### src/rtl/alu_op_sequencer.sv
// rtl/alu_op_sequencer.sv - ALU/shifter/multiplier operation sequencer
module alu_op_sequencer #(
  parameter int MUL_CYCLES = 32,
  parameter int CNT_W      = 6
) (
  input  logic       clk,
  input  logic       rst_n,
  input  logic       op_valid,
  input  logic [5:0] funct,
  output logic       op_ready,
  input  logic       flush,
  output logic [5:0] sel_ctl,
  output logic       mul_start,
  output logic       mul_step,
  output logic       hilo_we,
  output logic [1:0] mux_sel,
  output logic       result_valid,
  output logic       illegal,
  output logic       busy
);

  localparam logic [5:0] F_AND   = 6'd36;
  localparam logic [5:0] F_OR    = 6'd37;
  localparam logic [5:0] F_ADD   = 6'd32;
  localparam logic [5:0] F_SUB   = 6'd34;
  localparam logic [5:0] F_SLT   = 6'd42;
  localparam logic [5:0] F_SLL   = 6'd0;
  localparam logic [5:0] F_MULTU = 6'd25;

  localparam logic [CNT_W-1:0] CNT_LAST = CNT_W'(MUL_CYCLES - 1);

  typedef enum logic [1:0] {
    S_IDLE,
    S_EXEC,
    S_MUL,
    S_WRHL
  } state_t;

  state_t           state;
  state_t           state_nxt;
  logic [CNT_W-1:0] cnt;
  logic             xfer;

  // Ops that finish in one EXEC cycle and produce a result
  function automatic logic is_single(input logic [5:0] f);
    return (f == F_AND) || (f == F_OR) || (f == F_ADD) ||
           (f == F_SUB) || (f == F_SLT) || (f == F_SLL);
  endfunction

  // State register; reset drops straight to IDLE so no partial HiLo write survives
  always_ff @(posedge clk or negedge rst_n) begin
    if (!rst_n) state <= S_IDLE;
    else        state <= state_nxt;
  end

  // Multiplier step counter: runs 0..MUL_CYCLES-1 in MUL, zero everywhere else
  always_ff @(posedge clk or negedge rst_n) begin
    if (!rst_n)
      cnt <= '0;
    else if (state == S_MUL && !flush && cnt != CNT_LAST)
      cnt <= cnt + 1'b1;
    else
      cnt <= '0;
  end

  // Capture funct only on a transfer; held for the whole operation and in IDLE
  always_ff @(posedge clk or negedge rst_n) begin
    if (!rst_n)    sel_ctl <= '0;
    else if (xfer) sel_ctl <= funct;
  end

  // Next-state and Moore outputs; flush overrides every transition including acceptance
  always_comb begin
    state_nxt    = state;
    op_ready     = (state == S_IDLE);
    busy         = (state != S_IDLE);
    xfer         = op_valid && (state == S_IDLE) && !flush;
    mul_start    = 1'b0;
    mul_step     = 1'b0;
    hilo_we      = 1'b0;
    mux_sel      = 2'b00;
    result_valid = 1'b0;
    illegal      = 1'b0;

    case (state)
      S_IDLE: begin
        if (xfer) state_nxt = (funct == F_MULTU) ? S_MUL : S_EXEC;
      end
      S_EXEC: begin
        state_nxt = S_IDLE;
        if (is_single(sel_ctl)) begin
          result_valid = 1'b1;
          mux_sel      = (sel_ctl == F_SLL) ? 2'b01 : 2'b00;
        end else begin
          illegal = 1'b1;
        end
      end
      S_MUL: begin
        mul_step  = 1'b1;
        mul_start = (cnt == '0);
        if (cnt == CNT_LAST) state_nxt = S_WRHL;
      end
      S_WRHL: begin
        hilo_we      = 1'b1;
        mux_sel      = 2'b10;
        result_valid = 1'b1;
        state_nxt    = S_IDLE;
      end
      default: state_nxt = S_IDLE;
    endcase

    if (flush) state_nxt = S_IDLE;
  end

endmodule

### config.mk
export PLATFORM = sky130hd
export DESIGN_NAME = alu_op_sequencer
export DESIGN_NICKNAME = d
export VERILOG_FILES = /design/src/rtl/alu_op_sequencer.sv
export SDC_FILE = /design/constraint.sdc
export NUM_CORES = 1
export LEC_CHECK = 0
export BUFFER_PORTS_ARGS = -buffer_cell sky130_fd_sc_hd__buf_2
export CAP_MARGIN = 20
export CORE_MARGIN = 4
export CORE_UTILIZATION = 30
export CTS_CLUSTER_DIAMETER = 80
export DETAILED_ROUTE_END_ITERATION = 10
export PLACE_DENSITY_LB_ADDON = 0.08
export SLEW_MARGIN = 10
export SYNTH_ARGS = -nofsm -noshare
export SYNTH_HDL_FRONTEND = slang
export SYNTH_SLANG_ARGS = --single-unit
### constraint.sdc
create_clock -name clk -period 4.32 [get_ports clk]
set_input_delay 0 -clock clk [delete_from_list [all_inputs] [get_ports clk]]
set_output_delay 0 -clock clk [all_outputs]
set_load 0.005 [all_outputs]
==> Yosys cells after proc, flatten, opt, wreduce, memory -nomap -nowiden <==
Cells that the tools add are included.
W data, S select, Z words.
{ "totals": {"register_bits": 14, "in_bits": 10, "rom_bits": 0, "mem_bits_rw": 0, "mem_count": 0, "latchBits": 0, "out_inout_bits": 15} }
{ "op_classes": {"mux": 16, "order_cmp": 0, "n_eq_ne": 13, "bitwise": 0, "n_shift": 0, "div": 0, "mul": 0, "add_sub_neg": 1, "n_reduce_logical": 16} }
{ "ops": {"columns": ["op", "n"], "rows": [
  ["$eq A6 B6 Y1 const B", 5],
  ["$eq A6 B5 Y1 const B", 2],
  ["$logic_not A6 Y1", 2],
  ["$mux W1", 8],
  ["$mux W2", 4],
  ["$add A6 B1 Y6 const B", 1],
  ["$mux W6", 1],
  ["$ne A6 B5 Y1 const B", 1],
  ["$pmux W2 S3", 1],
  ["$logic_or A1 B1 Y1", 5],
  ["$eq A2 B2 Y1 const B", 2],
  ["$logic_and A1 B1 Y1", 4],
  ["$pmux W2 S2", 1],
  ["$ne A3 B1 Y1 const B", 1],
  ["$ne A3 B2 Y1 const B", 1],
  ["$eq A2 B1 Y1 const B", 1],
  ["$logic_not A2 Y1", 1],
  ["$pmux W1 S2", 1],
  ["$reduce_and A2 Y1", 1],
  ["$reduce_bool A2 Y1", 1],
  ["$reduce_or A2 Y1", 1],
  ["$logic_not A1 Y1", 1]
]} }

==> Depth between registers and ports, before layout <==
Gate-level depths: netlist of run 1.
{ "logic_depth": {"word_depth": 8, "ltp_mapped": 5, "mapped_depth_nobuf": 4} }

==> Least setup slack after synthesis of run 1 <==
Ideal clock, no wire load.
{ "synth_timing": {"path_kind": "reg2reg", "from": "reg state[1]", "to": "reg sel_ctl[0]", "path_stages_with_launch": 4, "required_ns": 4.195, "setup_time_ns": 0.125, "setup_slack_ns": 2.934, "arrival_time_ns": 1.261, "path_cell_list": "dfrtp_1 > buf_6 > nor4b_4 > mux2_2"} }
{ "synth_between": {"elab_chain_cells": 3} }
{ "synth_rtl": {"columns": ["element", "line", "source"], "rows": [
  ["start: declaration", "39", "state_t state;"],
  ["start signal: assignment", "53", "else state <= state_nxt;"],
  ["$logic_not A2 Y1", "77", "xfer = op_valid && (state == S_IDLE) && !flush;"],
  ["$logic_and A1 B1 Y1 (2 in series)", "77", null],
  ["end signal: assignment", "69", "else if (xfer) sel_ctl <= funct;"],
  ["end: declaration", "12", "output logic [5:0] sel_ctl,"]
]} }
Every way passes these cells.
A chain may end at the register's enable or synchronous reset.

==> Worst setup path in the final report of run 1 <==
{ "layout_timing": {"from": "reg state[1]", "to": "reg sel_ctl[3]"} }
The elaborated chain is that of the path after synthesis.

==> tab_implementation.tex, run 1 <==
\begin{tabular}{lr}
\hline
Metric & Value \\
\hline
\multicolumn{2}{l}{\textbf{Outcome}} \\
\quad Outcome & finished, final reports clean \\
\multicolumn{2}{l}{\textbf{Timing}} \\
\quad Max-slew violations & 0 \\
\quad Final cycle utilization of the critical path & 35.0\% \\
\quad Slew at the pin with the worst max-slew slack & 0.455 ns \\
\quad Final total negative setup slack & 0 ns \\
\quad Number of endpoints with negative hold slack in the final report & 0 \\
\quad Largest clock skew in the final design & 0.00772 ns \\
\quad Max Clock Freq & 661 MHz \\
\quad Worst hold slack across all endpoints & 0.0783 ns \\
\quad Worst-case headroom to the max-slew limit & 69.5\% \\
\quad Fin crit period & 1.51 ns \\
\quad Setup repair after global routing missed its margin & no \\
\quad Number of failing setup endpoints in the final timing report & 0 \\
\multicolumn{2}{l}{\textbf{Hold path}} \\
\quad Hold Path Origin & op\_valid \\
\quad Hold depth & 3 \\
\quad Destination of the worst hold path & state[1] \\
\quad Worst hold path type & primary input to register \\
\multicolumn{2}{l}{\textbf{Pwr}} \\
\quad Worst IR drop on VDD & 216 uV \\
\quad Power density cells & 301 mW/mm\^{}2 \\
\quad Pleak & 0.484 nW \\
\multicolumn{2}{l}{\textbf{Job}} \\
\quad Number of max-capacitance violations reported & 0 \\
\multicolumn{2}{l}{\textbf{Routing}} \\
\quad Drt initial violations & 22 \\
\quad Routed Antenna Nets & 0 \\
\quad Routed via count divided by cell count & 4.74 \\
\quad DRC violations left & 0 \\
\quad Routed vias & 644 \\
\quad Routed length per instance & 12.5 um \\
\quad Aggregate routed wire length & 1700 um \\
\quad Iteration count of the initial detailed-routing pass & 3 \\
\multicolumn{2}{l}{\textbf{Yosys}} \\
\quad Gate count of the mapped netlist & 75 \\
\quad Simple logic cell fraction of the synthesized area & 22.3\% \\
\quad Post-synthesis sequential element count & 14 \\
\quad Proportion of synthesized area in mux cells & 7.43\% \\
\quad Number of synthesized flops with an enable pin & 0 \\
\quad Share of the synthesized area in the top cell type & 46.2\% \\
\quad Largest family of logic cells by synthesized area & simple AND/OR/NAND/NOR gates \\
\quad Fraction of registers with async set/reset & 100\% \\
\quad Mapped cell area & 758 um\^{}2 \\
\quad Yosys warnings & 0 \\
\quad Xor-xnor portion of the synthesized cell area & 3.47\% \\
\quad Sequential-to-total area share from yosys stat & 46.2\% \\
\quad Primary FF master, synth & sky130\_fd\_sc\_hd\_\_dfrtp\_1 \\
\quad Post-synthesis average cell area & 10.1 um\^{}2 \\
\quad Share of the synthesized area in compound gates (AO/OA/AOI/OAI) & 10.2\% \\
\quad Top area cells in the synthesized netlist & sky130\_fd\_sc\_hd\_\_dfrtp\_1 (46\%), sky130\_fd\_sc\_hd\_\_mux2\_2 (7.4\%), sky130\_fd\_sc\_hd\_\_inv\_1 (4.0\%), sky130\_fd\_sc\_hd\_\_nor2\_1 (4.0\%), sky130\_fd\_sc\_hd\_\_ha\_1 (3.3\%) \\
\quad Distinct cell type count of the synthesized netlist & 30 \\
\quad Cell type with the highest aggregate area in the netlist & sky130\_fd\_sc\_hd\_\_dfrtp\_1 \\
\quad Net count after synthesis & 87 \\
\quad Post-synthesis share of cell area spent on full adders, half adders and majority gates & 3.30\% \\
\multicolumn{2}{l}{\textbf{Clocking}} \\
\quad Post\_cts resized & 0 \\
\quad Sink count of the clock tree & 14 \\
\quad Master cell of the clock root buffer & sky130\_fd\_sc\_hd\_\_clkbuf\_4 \\
\quad Number of buffers added by the clock tree synthesis step & 3 \\
\quad Buffer levels on the longest clock path & 2 \\
\quad Clock transition at the registers of the reported paths & 0.09 ns \\
\quad Clock insertion delay at the later pin of the skew report & 0.28 ns \\
\quad H-tree depth & 1 \\
\quad TritonCTS clock tree & built \\
\quad Buffers inserted during post-CTS setup optimization & 0 \\
\quad Number of buffers inserted by hold repair at cts & 8 \\
\multicolumn{2}{l}{\textbf{Global route}} \\
\quad Overall overflow remaining after global route & 0 \\
\quad Maximum number of pins on one net before global-route repair & 15 \\
\quad Gr usage total & 11.4\% \\
\quad Antenna violations before repair & 0 \\
\quad Via count of the first global-routing pass & 638 \\
\quad Global-route wire length before repair & 2900 um \\
\multicolumn{2}{l}{\textbf{Place}} \\
\quad Count of input and output buffers & 24 \\
\quad Post-Place Cell Area & 890 um\^{}2 \\
\quad Detailed placer's ending HPWL & 1330 um \\
\quad Last weighted congestion value of the routability-driven placer & 0.715 \\
\quad Placed insts & 124 \\
\multicolumn{2}{l}{\textbf{Setup path}} \\
\quad Cell at the slowest stage of the critical path & sky130\_fd\_sc\_hd\_\_nor4b\_4 \\
\quad Maximum net fanout on the critical path & 9 \\
\quad Req. time, crit path & 4.49 ns \\
\quad Startpoint type of the worst setup path & register \\
\quad Endpoint of the worst-slack reg-to-reg timing path & sel\_ctl[3] \\
\quad Cell Chain, Critical Path & nor4b\_4 -> mux2\_2 \\
\quad FF-to-FF path depth & 2 \\
\quad Flop2flop setup slack & 2.81 ns \\
\quad WP data arrival & 1.68 ns \\
\quad Critical R2R Launch & state[1] \\
\quad Kind of capture point of the worst setup path & register \\
\quad Kind of critical path & register to register \\
\quad CP max stage delay & 0.52 ns \\
\multicolumn{2}{l}{\textbf{Floorplan}} \\
\quad Placeable Area & 0.00230 mm\^{}2 \\
\quad Chip Height & 58.3 um \\
\quad \# rows & 17 \\
\quad Die boundary width & 58.3 um \\
\quad Number of placed I/O pins & 25 \\
\quad Starting density of the core & 33.0\% \\
\quad Die Footprint & 0.00340 mm\^{}2 \\
\multicolumn{2}{l}{\textbf{Layout}} \\
\quad Layout cells sized above 1 & 32.4\% \\
\quad Area used by multi-input combinational logic & 354 um\^{}2 \\
\quad Share of the core filled with cells & 43.8\% \\
\quad Register area & 350 um\^{}2 \\
\quad Nets & 121 \\
\quad Final design area excluding fillers & 0.00101 mm\^{}2 \\
\quad Commonest cells after routing, fill and taps aside & sky130\_fd\_sc\_hd\_\_buf\_2 (24), sky130\_fd\_sc\_hd\_\_dfrtp\_1 (14), sky130\_fd\_sc\_hd\_\_inv\_1 (8), sky130\_fd\_sc\_hd\_\_nor2\_1 (8), sky130\_fd\_sc\_hd\_\_dlygate4sd3\_1 (8) \\
\quad Fin cells & 136 \\
\quad Most common cell after layout, fill and taps aside & sky130\_fd\_sc\_hd\_\_buf\_2 \\
\quad Filler Cell Count & 229 \\
\quad Number of antenna cells inserted & 0 \\
\quad Area overhead of the layout relative to synthesis & 32.7\% \\
\hline
\end{tabular}
-- sequential cells by signal (all words and copies together) (netlist names) --
register  flops
cnt           6
sel_ctl       6
state         2
-- cells in the mapped netlist, drive strengths merged (2+ instances only) --
master,number
dfrtp,14
inv,8
nor2,8
mux2,5
nor3,4
o21ai,4
nand2,3
a21oi,2
and2,2
and3,2
buf,2
ha,2
nand3,2
nor4b,2
xnor2,2
-- worst max-delay path by stage --
| stage | start | end | slack [ns] |
|---|---|---|---|
| final | state[1] | sel_ctl[3] | 2.81 |
| after global placement | state[1] | sel_ctl[5] | 2.83 |
| after CTS | state[1] | sel_ctl[3] | 2.80 |
| after global routing | cnt[0] | state[0] | 2.76 |
| after floorplan | state[1] | sel_ctl[0] | 2.93 |
| after detailed placement | state[1] | sel_ctl[3] | 2.82 |
-- power breakdown --
group | internal, mW | total (mW) | switching, mW
registers | 0.142 | 0.155 | 0.0133
clock network | 0.0512 | 0.0930 | 0.0417
logic | 0.0312 | 0.0547 | 0.0235
total | 0.224 | 0.303 | 0.0785
-- area by class of cell --
type,instances,area share [%]
clock buffer,4,3.61
timing repair buffer,32,19.9
inverter,8,2.99
sequential,14,34.8
tap,28,3.48
multi-input combinational,50,35.2
-- per-stage QoR --
step	worst slack [ns]	total power, mW
detailed placement	2.82	0.208
global placement	2.83	0.208
global route	2.76	0.324
finish	2.81	0.303
CTS	2.80	0.309
floorplan	2.93	0.180
-- critical path: cells and delay by family, from the launching register on --
kind | cells | cell delay (ns)
flip-flops | 1 | 0.49
AND/OR/NAND/NOR | 1 | 0.52
multiplexers | 1 | 0.39
-- cell families (layout without fill, tap and decap cells) --
| logic type | Yosys count | in the layout |
|---|---|---|
| adder cells (fa/ha/maj) | 2 | 2 |
| XOR/XNOR | 3 | 3 |
| buffers and inverters | 11 | 44 |
| flip-flops | 14 | 14 |
| multiplexers | 5 | 5 |
| AND/OR/NAND/NOR | 29 | 29 |
| AO/OA/AOI/OAI | 11 | 11 |
-- layer usage --
metal / GRT usage [%] / wire length, um
met1: 13.4 / 723
met2: 19.0 / 831
met3: 4.01 / 123
met4: 3.97 / 19
met5: 0 / 0
Power figures use the tool's default switching activity.
==> run 2: changes to the inputs <==
- ABC_AREA: default -> 1
- clock period: 4.32 -> 1.5 ns (I/O delays scaled with it)
==> run 2 against run 1 <==
Net effect:
- non-clock buffer count decreased by 1
- register-to-register slack worse by 2.5 ns
- clock power rose by 120%
- setup slack worse by 2.6 ns
- final cell count increased by 25%
- total power grew to 2.8 times the previous value
- clock-buffer cell count down 1
- critical path type is now register to output pin
==> tab_implementation.tex, run 2 <==
\begin{tabular}{lr}
\hline
Metric & Value \\
\hline
\multicolumn{2}{l}{\textbf{Clocking}} \\
\quad Buffer levels on the longest clock path & 2 \\
\quad Number of buffers added by the clock tree synthesis step & 3 \\
\quad Number of buffers inserted by hold repair at cts & 6 \\
\quad TritonCTS clock tree & built \\
\quad Post\_cts resized & 0 \\
\quad Buffers inserted during post-CTS setup optimization & 0 \\
\quad Master cell of the clock root buffer & sky130\_fd\_sc\_hd\_\_clkbuf\_4 \\
\quad Clock transition at the registers of the reported paths & 0.08 ns \\
\quad H-tree depth & 1 \\
\quad Clock insertion delay at the later pin of the skew report & 0.27 ns \\
\quad Sink count of the clock tree & 14 \\
\multicolumn{2}{l}{\textbf{Timing}} \\
\quad Final cycle utilization of the critical path & 87.3\% \\
\quad Largest clock skew in the final design & 0.00475 ns \\
\quad Number of endpoints with negative hold slack in the final report & 0 \\
\quad Setup repair after global routing missed its margin & no \\
\quad Max Clock Freq & 764 MHz \\
\quad Fin crit period & 1.31 ns \\
\quad Worst-case headroom to the max-slew limit & 77.8\% \\
\quad Number of failing setup endpoints in the final timing report & 0 \\
\quad Final total negative setup slack & 0 ns \\
\quad Max-slew violations & 0 \\
\quad Slew at the pin with the worst max-slew slack & 0.332 ns \\
\multicolumn{2}{l}{\textbf{Layout}} \\
\quad Number of antenna cells inserted & 0 \\
\quad Filler Cell Count & 298 \\
\quad Layout cells sized above 1 & 29.3\% \\
\quad Largest registers & cnt x6, sel\_ctl x6, state x2 \\
\quad Most common cell after layout, fill and taps aside & sky130\_fd\_sc\_hd\_\_buf\_2 \\
\quad Area overhead of the layout relative to synthesis & 27.8\% \\
\quad Nets & 154 \\
\quad Commonest cells after routing, fill and taps aside & sky130\_fd\_sc\_hd\_\_buf\_2 (24), sky130\_fd\_sc\_hd\_\_nor2\_1 (23), sky130\_fd\_sc\_hd\_\_nand2\_1 (21) \\
\multicolumn{2}{l}{\textbf{Yosys}} \\
\quad Number of synthesized flops with an enable pin & 0 \\
\quad Fraction of registers with async set/reset & 100\% \\
\quad Yosys warnings & 0 \\
\quad Post-synthesis average cell area & 7.72 um\^{}2 \\
\quad Net count after synthesis & 120 \\
\quad Distinct cell type count of the synthesized netlist & 23 \\
\quad Gate count of the mapped netlist & 108 \\
\quad Mapped cell area & 833 um\^{}2 \\
\quad Sequential-to-total area share from yosys stat & 42.0\% \\
\quad Top area cells in the synthesized netlist & sky130\_fd\_sc\_hd\_\_dfrtp\_1 (42\%), sky130\_fd\_sc\_hd\_\_nor2\_1 (10\%), sky130\_fd\_sc\_hd\_\_nand2\_1 (9.5\%), sky130\_fd\_sc\_hd\_\_inv\_1 (8.6\%), sky130\_fd\_sc\_hd\_\_a21oi\_2 (4.2\%) \\
\quad Post-synthesis sequential element count & 14 \\
\quad Share of the synthesized area in the top cell type & 42.0\% \\
\quad Primary FF master, synth & sky130\_fd\_sc\_hd\_\_dfrtp\_1 \\
\quad Cell type with the highest aggregate area in the netlist & sky130\_fd\_sc\_hd\_\_dfrtp\_1 \\
\quad Ranking of synthesized cells by instance count & sky130\_fd\_sc\_hd\_\_nor2\_1 (23), sky130\_fd\_sc\_hd\_\_nand2\_1 (21), sky130\_fd\_sc\_hd\_\_inv\_1 (19) \\
\quad Most instantiated library cell after synthesis & sky130\_fd\_sc\_hd\_\_nor2\_1 \\
\multicolumn{2}{l}{\textbf{Pwr}} \\
\quad Worst IR drop on VDD & 515 uV \\
\quad NetSw & 0.256 mW \\
\quad Power Internal & 0.592 mW \\
\quad Pleak & 0.564 nW \\
\quad Part of the total power dissipated in sequential elements & 52.2\% \\
\quad Power density cells & 797 mW/mm\^{}2 \\
\quad Sum of internal, switching and leakage power & 0.848 mW \\
\quad Clock Power Share & 24.7\% \\
\quad Combinational share of power & 23.1\% \\
\quad Sw frac & 30.2\% \\
\multicolumn{2}{l}{\textbf{Routing}} \\
\quad Iteration count of the initial detailed-routing pass & 4 \\
\quad DRC violations left & 0 \\
\quad Routed via count divided by cell count & 4.46 \\
\quad Routed Antenna Nets & 0 \\
\quad Drt initial violations & 19 \\
\quad Routed length per instance & 11.5 um \\
\quad Routed vias & 758 \\
\quad Aggregate routed wire length & 1960 um \\
\multicolumn{2}{l}{\textbf{Floorplan}} \\
\quad Die boundary width & 60.7 um \\
\quad \# rows & 18 \\
\quad Number of placed I/O pins & 25 \\
\quad Chip Height & 60.7 um \\
\quad Placeable Area & 0.00257 mm\^{}2 \\
\quad Starting density of the core & 32.5\% \\
\quad Die Footprint & 0.00369 mm\^{}2 \\
\multicolumn{2}{l}{\textbf{Setup path}} \\
\quad Endpoint of the worst-slack reg-to-reg timing path & state[0] \\
\quad Maximum net fanout on the critical path & 6 \\
\quad Kind of critical path & register to output pin \\
\quad Req. time, crit path & 1.50 ns \\
\quad FF-to-FF path depth & 5 \\
\quad WP data arrival & 1.31 ns \\
\quad Flop2flop setup slack & 0.28 ns \\
\quad Critical R2R Launch & cnt[0] \\
\quad Startpoint type of the worst setup path & register \\
\quad Kind of capture point of the worst setup path & output pin \\
\multicolumn{2}{l}{\textbf{Global route}} \\
\quad Gr usage total & 11.9\% \\
\quad Global-route wire length before repair & 3190 um \\
\quad Via count of the first global-routing pass & 707 \\
\quad Maximum number of pins on one net before global-route repair & 15 \\
\quad Overall overflow remaining after global route & 0 \\
\quad Antenna violations before repair & 0 \\
\multicolumn{2}{l}{\textbf{Hold path}} \\
\quad Hold Path Origin & flush \\
\quad Destination of the worst hold path & state[0] \\
\quad Worst hold path type & primary input to register \\
\quad Hold depth & 4 \\
\multicolumn{2}{l}{\textbf{Place}} \\
\quad Last weighted congestion value of the routability-driven placer & 0.767 \\
\quad Detailed placer's ending HPWL & 1490 um \\
\quad Count of input and output buffers & 24 \\
\multicolumn{2}{l}{\textbf{Job}} \\
\quad Number of max-capacitance violations reported & 0 \\
\multicolumn{2}{l}{\textbf{Outcome}} \\
\quad Outcome & finished, final reports clean \\
\hline
\end{tabular}
[run 2: cell count changes after synthesis, moves of 4 or more]
cell	before	now
sky130_fd_sc_hd__nand2_1	3	21
sky130_fd_sc_hd__nor2_1	8	23
sky130_fd_sc_hd__inv_1	8	19
sky130_fd_sc_hd__mux2_2	5	0
sky130_fd_sc_hd__a21oi_2	0	4
[run 2: worst max-delay path, stage by stage, from the launching register on]
cell and delay, ns:
sky130_fd_sc_hd__dfrtp_1 0.47, sky130_fd_sc_hd__inv_1 0.10, sky130_fd_sc_hd__nand2_2 0.08, sky130_fd_sc_hd__nor3_1 0.13, sky130_fd_sc_hd__and3_1 0.16, sky130_fd_sc_hd__buf_2 0.10
[run 2: worst max path at each step]
stage	slack, ns	start	to	depth (start not counted)
floorplan	0.40	cnt[0]	state[0]	5
global placement	0.31	state[1]	sel_ctl[2]	4
detailed placement	0.28	state[1]	sel_ctl[2]	4
CTS	0.16	state[0]	mul_start	5
global route	0.04	state[0]	mul_start	5
finish	0.19	state[0]	mul_start	5
[run 2: stage by stage]
| stage | util [%] | hold WS (ns) | worst slack (ns) | instance area, um^2 | std cells |
|---|---|---|---|---|---|
| 2_1_floorplan | - | -0.296 | 0.404 | 833 | 108 |
| 3_3_place_gp | 37.9 | -0.0713 | 0.313 | 972 | 160 |
| 3_5_place_dp | 37.9 | -0.0705 | 0.276 | 972 | 160 |
| 4_1_cts | 41.1 | 0.00110 | 0.160 | 1050 | 169 |
| 5_1_grt | 41.5 | 0.0466 | 0.0447 | 1060 | 170 |
| 6_report | 41.5 | 0.0447 | 0.191 | 1060 | 170 |
[run 2: per-layer routing]
layer | share of wire [%] | GRT usage, %
met1 | 46 | 15.9
met2 | 44 | 17.7
met3 | 7.1 | 3.40
met4 | 2.6 | 5.26
met5 | 0 | 0
[run 2: power groups by stage]
stage / Sequential (mW) / Clock [mW] / Combinational (mW)
finish: 0.443 / 0.209 / 0.196
global route: 0.449 / 0.244 / 0.220
CTS: 0.444 / 0.219 / 0.197
detailed placement: 0.452 / 0 / 0.184
global placement: 0.451 / 0 / 0.182
floorplan: 0.450 / 0 / 0.104
[run 2: cell families (layout without fill, tap and decap cells)]
kind of cell / count (synthesis) / count (layout) / share of synthesized area, %
buffers and inverters: 21 / 53 / 10.8
XOR/XNOR: 2 / 2 / 2.10
adder cells (fa/ha/maj): 2 / 2 / 3.00
flip-flops: 14 / 14 / 42.0
AO/OA/AOI/OAI: 12 / 12 / 10.7
AND/OR/NAND/NOR: 57 / 57 / 31.4
[run 2: layout make-up]
type | count | area (um^2) | area share, %
sequential | 14 | 350 | 32.9
inverter | 19 | 71.3 | 6.70
multi-input combinational | 73 | 393 | 36.9
timing repair buffer | 31 | 190 | 17.9
clock buffer | 3 | 22.5 | 2.12
tap | 30 | 37.5 | 3.53
==> run 3: changes to the inputs <==
==> constraint.sdc (replaced) <==
create_clock -name clk -period 1.5 [get_ports clk]
set_input_delay 0.225 -clock clk [delete_from_list [all_inputs] [get_ports clk]]
set_output_delay 0.225 -clock clk [all_outputs]
set_load 0.005 [all_outputs]
==> run 3 against run 2 <==
Net effect:
- setup slack lost 0.17 ns
- clock-buffer cell count grew 1
- register-to-register slack lost 0.07 ns
- core utilization shrank 0.44 points
- global-route usage shrank 0.38 points
- via count shrank 2.5%
- largest cell class unchanged
==> tab_implementation.tex, run 3 (synthesis gave the netlist of run 2 again) <==
\begin{tabular}{lr}
\hline
Metric & Value \\
\hline
\multicolumn{2}{l}{\textbf{Global route}} \\
\quad Maximum number of pins on one net before global-route repair & 15 \\
\quad Antenna violations before repair & 0 \\
\quad Via count of the first global-routing pass & 668 \\
\quad Overall overflow remaining after global route & 0 \\
\quad Global-route wire length before repair & 3040 um \\
\quad Gr usage total & 11.5\% \\
\multicolumn{2}{l}{\textbf{Pwr}} \\
\quad Worst IR drop on VDD & 448 uV \\
\quad Clock Power Share & 29.5\% \\
\quad Power Internal & 0.655 mW \\
\quad Sw frac & 29.5\% \\
\quad Combinational share of power & 22.7\% \\
\quad Pleak & 0.560 nW \\
\quad NetSw & 0.275 mW \\
\quad Power density cells & 882 mW/mm\^{}2 \\
\quad Part of the total power dissipated in sequential elements & 47.8\% \\
\multicolumn{2}{l}{\textbf{Layout}} \\
\quad Commonest cells after routing, fill and taps aside & sky130\_fd\_sc\_hd\_\_buf\_2 (24), sky130\_fd\_sc\_hd\_\_nor2\_1 (22), sky130\_fd\_sc\_hd\_\_nand2\_1 (20) \\
\quad Nets & 151 \\
\quad Most common cell after layout, fill and taps aside & sky130\_fd\_sc\_hd\_\_buf\_2 \\
\quad Layout cells sized above 1 & 38.4\% \\
\quad Final design area excluding fillers & 0.00105 mm\^{}2 \\
\quad Largest registers & cnt x6, sel\_ctl x6, state x2 \\
\quad Number of antenna cells inserted & 0 \\
\quad Area overhead of the layout relative to synthesis & 26.4\% \\
\quad Share of the core filled with cells & 41.0\% \\
\multicolumn{2}{l}{\textbf{Floorplan}} \\
\quad Die boundary width & 60.7 um \\
\quad Number of placed I/O pins & 25 \\
\quad Placeable Area & 0.00257 mm\^{}2 \\
\quad Die Footprint & 0.00369 mm\^{}2 \\
\quad Starting density of the core & 32.5\% \\
\quad \# rows & 18 \\
\quad Chip Height & 60.7 um \\
\multicolumn{2}{l}{\textbf{Setup path}} \\
\quad Maximum net fanout on the critical path & 3 \\
\quad Req. time, crit path & 1.27 ns \\
\quad Kind of critical path & register to output pin \\
\quad Kind of capture point of the worst setup path & output pin \\
\quad Flop2flop setup slack & 0.21 ns \\
\quad WP data arrival & 1.25 ns \\
\quad Startpoint type of the worst setup path & register \\
\multicolumn{2}{l}{\textbf{Place}} \\
\quad Setup slack after placement & 0.244 ns \\
\quad Count of input and output buffers & 24 \\
\quad Detailed placer's ending HPWL & 1420 um \\
\quad Post-Place Cell Area & 972 um\^{}2 \\
\quad Last weighted congestion value of the routability-driven placer & 0.829 \\
\multicolumn{2}{l}{\textbf{Timing}} \\
\quad Max Clock Freq & 677 MHz \\
\quad Number of endpoints with negative hold slack in the final report & 0 \\
\quad Slew at the pin with the worst max-slew slack & 0.317 ns \\
\quad Fin crit period & 1.48 ns \\
\quad Final cycle utilization of the critical path & 98.5\% \\
\quad Worst-case headroom to the max-slew limit & 78.9\% \\
\quad Largest clock skew in the final design & 0.00541 ns \\
\quad Number of failing setup endpoints in the final timing report & 0 \\
\quad Setup repair after global routing missed its margin & yes \\
\quad Final worst-path setup slack & 0.0226 ns \\
\quad Max-slew violations & 0 \\
\multicolumn{2}{l}{\textbf{Clocking}} \\
\quad Buffer levels on the longest clock path & 2 \\
\quad Clock transition at the registers of the reported paths & 0.09 ns \\
\quad Sink count of the clock tree & 14 \\
\quad TritonCTS clock tree & built \\
\quad Clock insertion delay at the later pin of the skew report & 0.28 ns \\
\quad H-tree depth & 1 \\
\quad Master cell of the clock root buffer & sky130\_fd\_sc\_hd\_\_clkbuf\_4 \\
\quad Number of buffers added by the clock tree synthesis step & 3 \\
\multicolumn{2}{l}{\textbf{Routing}} \\
\quad Iteration count of the initial detailed-routing pass & 4 \\
\quad Routed Antenna Nets & 0 \\
\quad Drt initial violations & 28 \\
\quad DRC violations left & 0 \\
\quad Routed via count divided by cell count & 4.40 \\
\quad Routed vias & 739 \\
\quad Aggregate routed wire length & 1820 um \\
\quad Routed length per instance & 10.8 um \\
\multicolumn{2}{l}{\textbf{Job}} \\
\quad Number of max-capacitance violations reported & 0 \\
\multicolumn{2}{l}{\textbf{Outcome}} \\
\quad Outcome & finished, final reports clean \\
\multicolumn{2}{l}{\textbf{Hold path}} \\
\quad Worst hold path type & primary input to register \\
\hline
\end{tabular}
[run 3: metrics by stage]
step | hold WS [ns] | power, mW | TNS, ns | std cells
6_report | 0.200 | 0.929 | 0 | 168
5_1_grt | 0.186 | 0.991 | -0.196 | 168
4_1_cts | 0.194 | 0.921 | 0 | 166
3_5_place_dp | 0.149 | 0.635 | 0 | 160
3_3_place_gp | 0.146 | 0.634 | 0 | 160
2_1_floorplan | -0.0706 | 0.553 | 0 | 108
[run 3: path summary, 6_finish.rpt]
check	start	endpoint	cells past startpoint
setup / recovery	sel_ctl[4]	result_valid	8
hold / removal	funct[5]	sel_ctl[5]	3
setup reg to reg	state[0]	state[0]	6
hold reg to reg	cnt[0]	cnt[0]	1
max in group asynchronous	rst_n	state[1]	2
min in group asynchronous	rst_n	cnt[5]	2
[run 3: routing by layer]
metal,vias up,GRT usage (%),wire length (um)
met4,0,5.57,19
met1,333,17.8,925
met5,-,0,0
met3,2,2.55,120
li1,388,-,-
met2,16,14.7,756
[run 3: critical path: stages, from the launching register on]
cell and delay [ns]:
sky130_fd_sc_hd__dfrtp_1 0.42, sky130_fd_sc_hd__inv_2 0.08, sky130_fd_sc_hd__nand2_2 0.04, sky130_fd_sc_hd__nor2_1 0.09
sky130_fd_sc_hd__nand2_1 0.07, sky130_fd_sc_hd__nand2_1 0.08, sky130_fd_sc_hd__nand2_1 0.06, sky130_fd_sc_hd__nand2_1 0.04
sky130_fd_sc_hd__buf_2 0.10
[run 3: cell type report]
cell class | instances | area, um^2
Fill cell | 296 | 1510
Inverter | 19 | 71.3
Tap cell | 30 | 37.5
Timing Repair Buffer | 28 | 153
Multi-Input combinational cell | 73 | 403
Clock buffer | 4 | 36.3
Sequential cell | 14 | 353
[run 3: power by group through the flow]
| stage | registers, mW | clock network (mW) | logic [mW] |
|---|---|---|---|
| floorplan | 0.450 | 0 | 0.104 |
| global placement | 0.450 | 0 | 0.183 |
| detailed placement | 0.450 | 0 | 0.185 |
| CTS | 0.441 | 0.284 | 0.196 |
| global route | 0.450 | 0.303 | 0.238 |
| finish | 0.444 | 0.274 | 0.211 |
[run 3: what timing repair did]
action,CTS,global route
pin swaps,0,3
gates cloned,0,0
endpoints found under the setup margin,2,4
resized for setup,3,5
buffers inserted,1,2
hold buffers,1,0
hold endpoints to repair,14,0
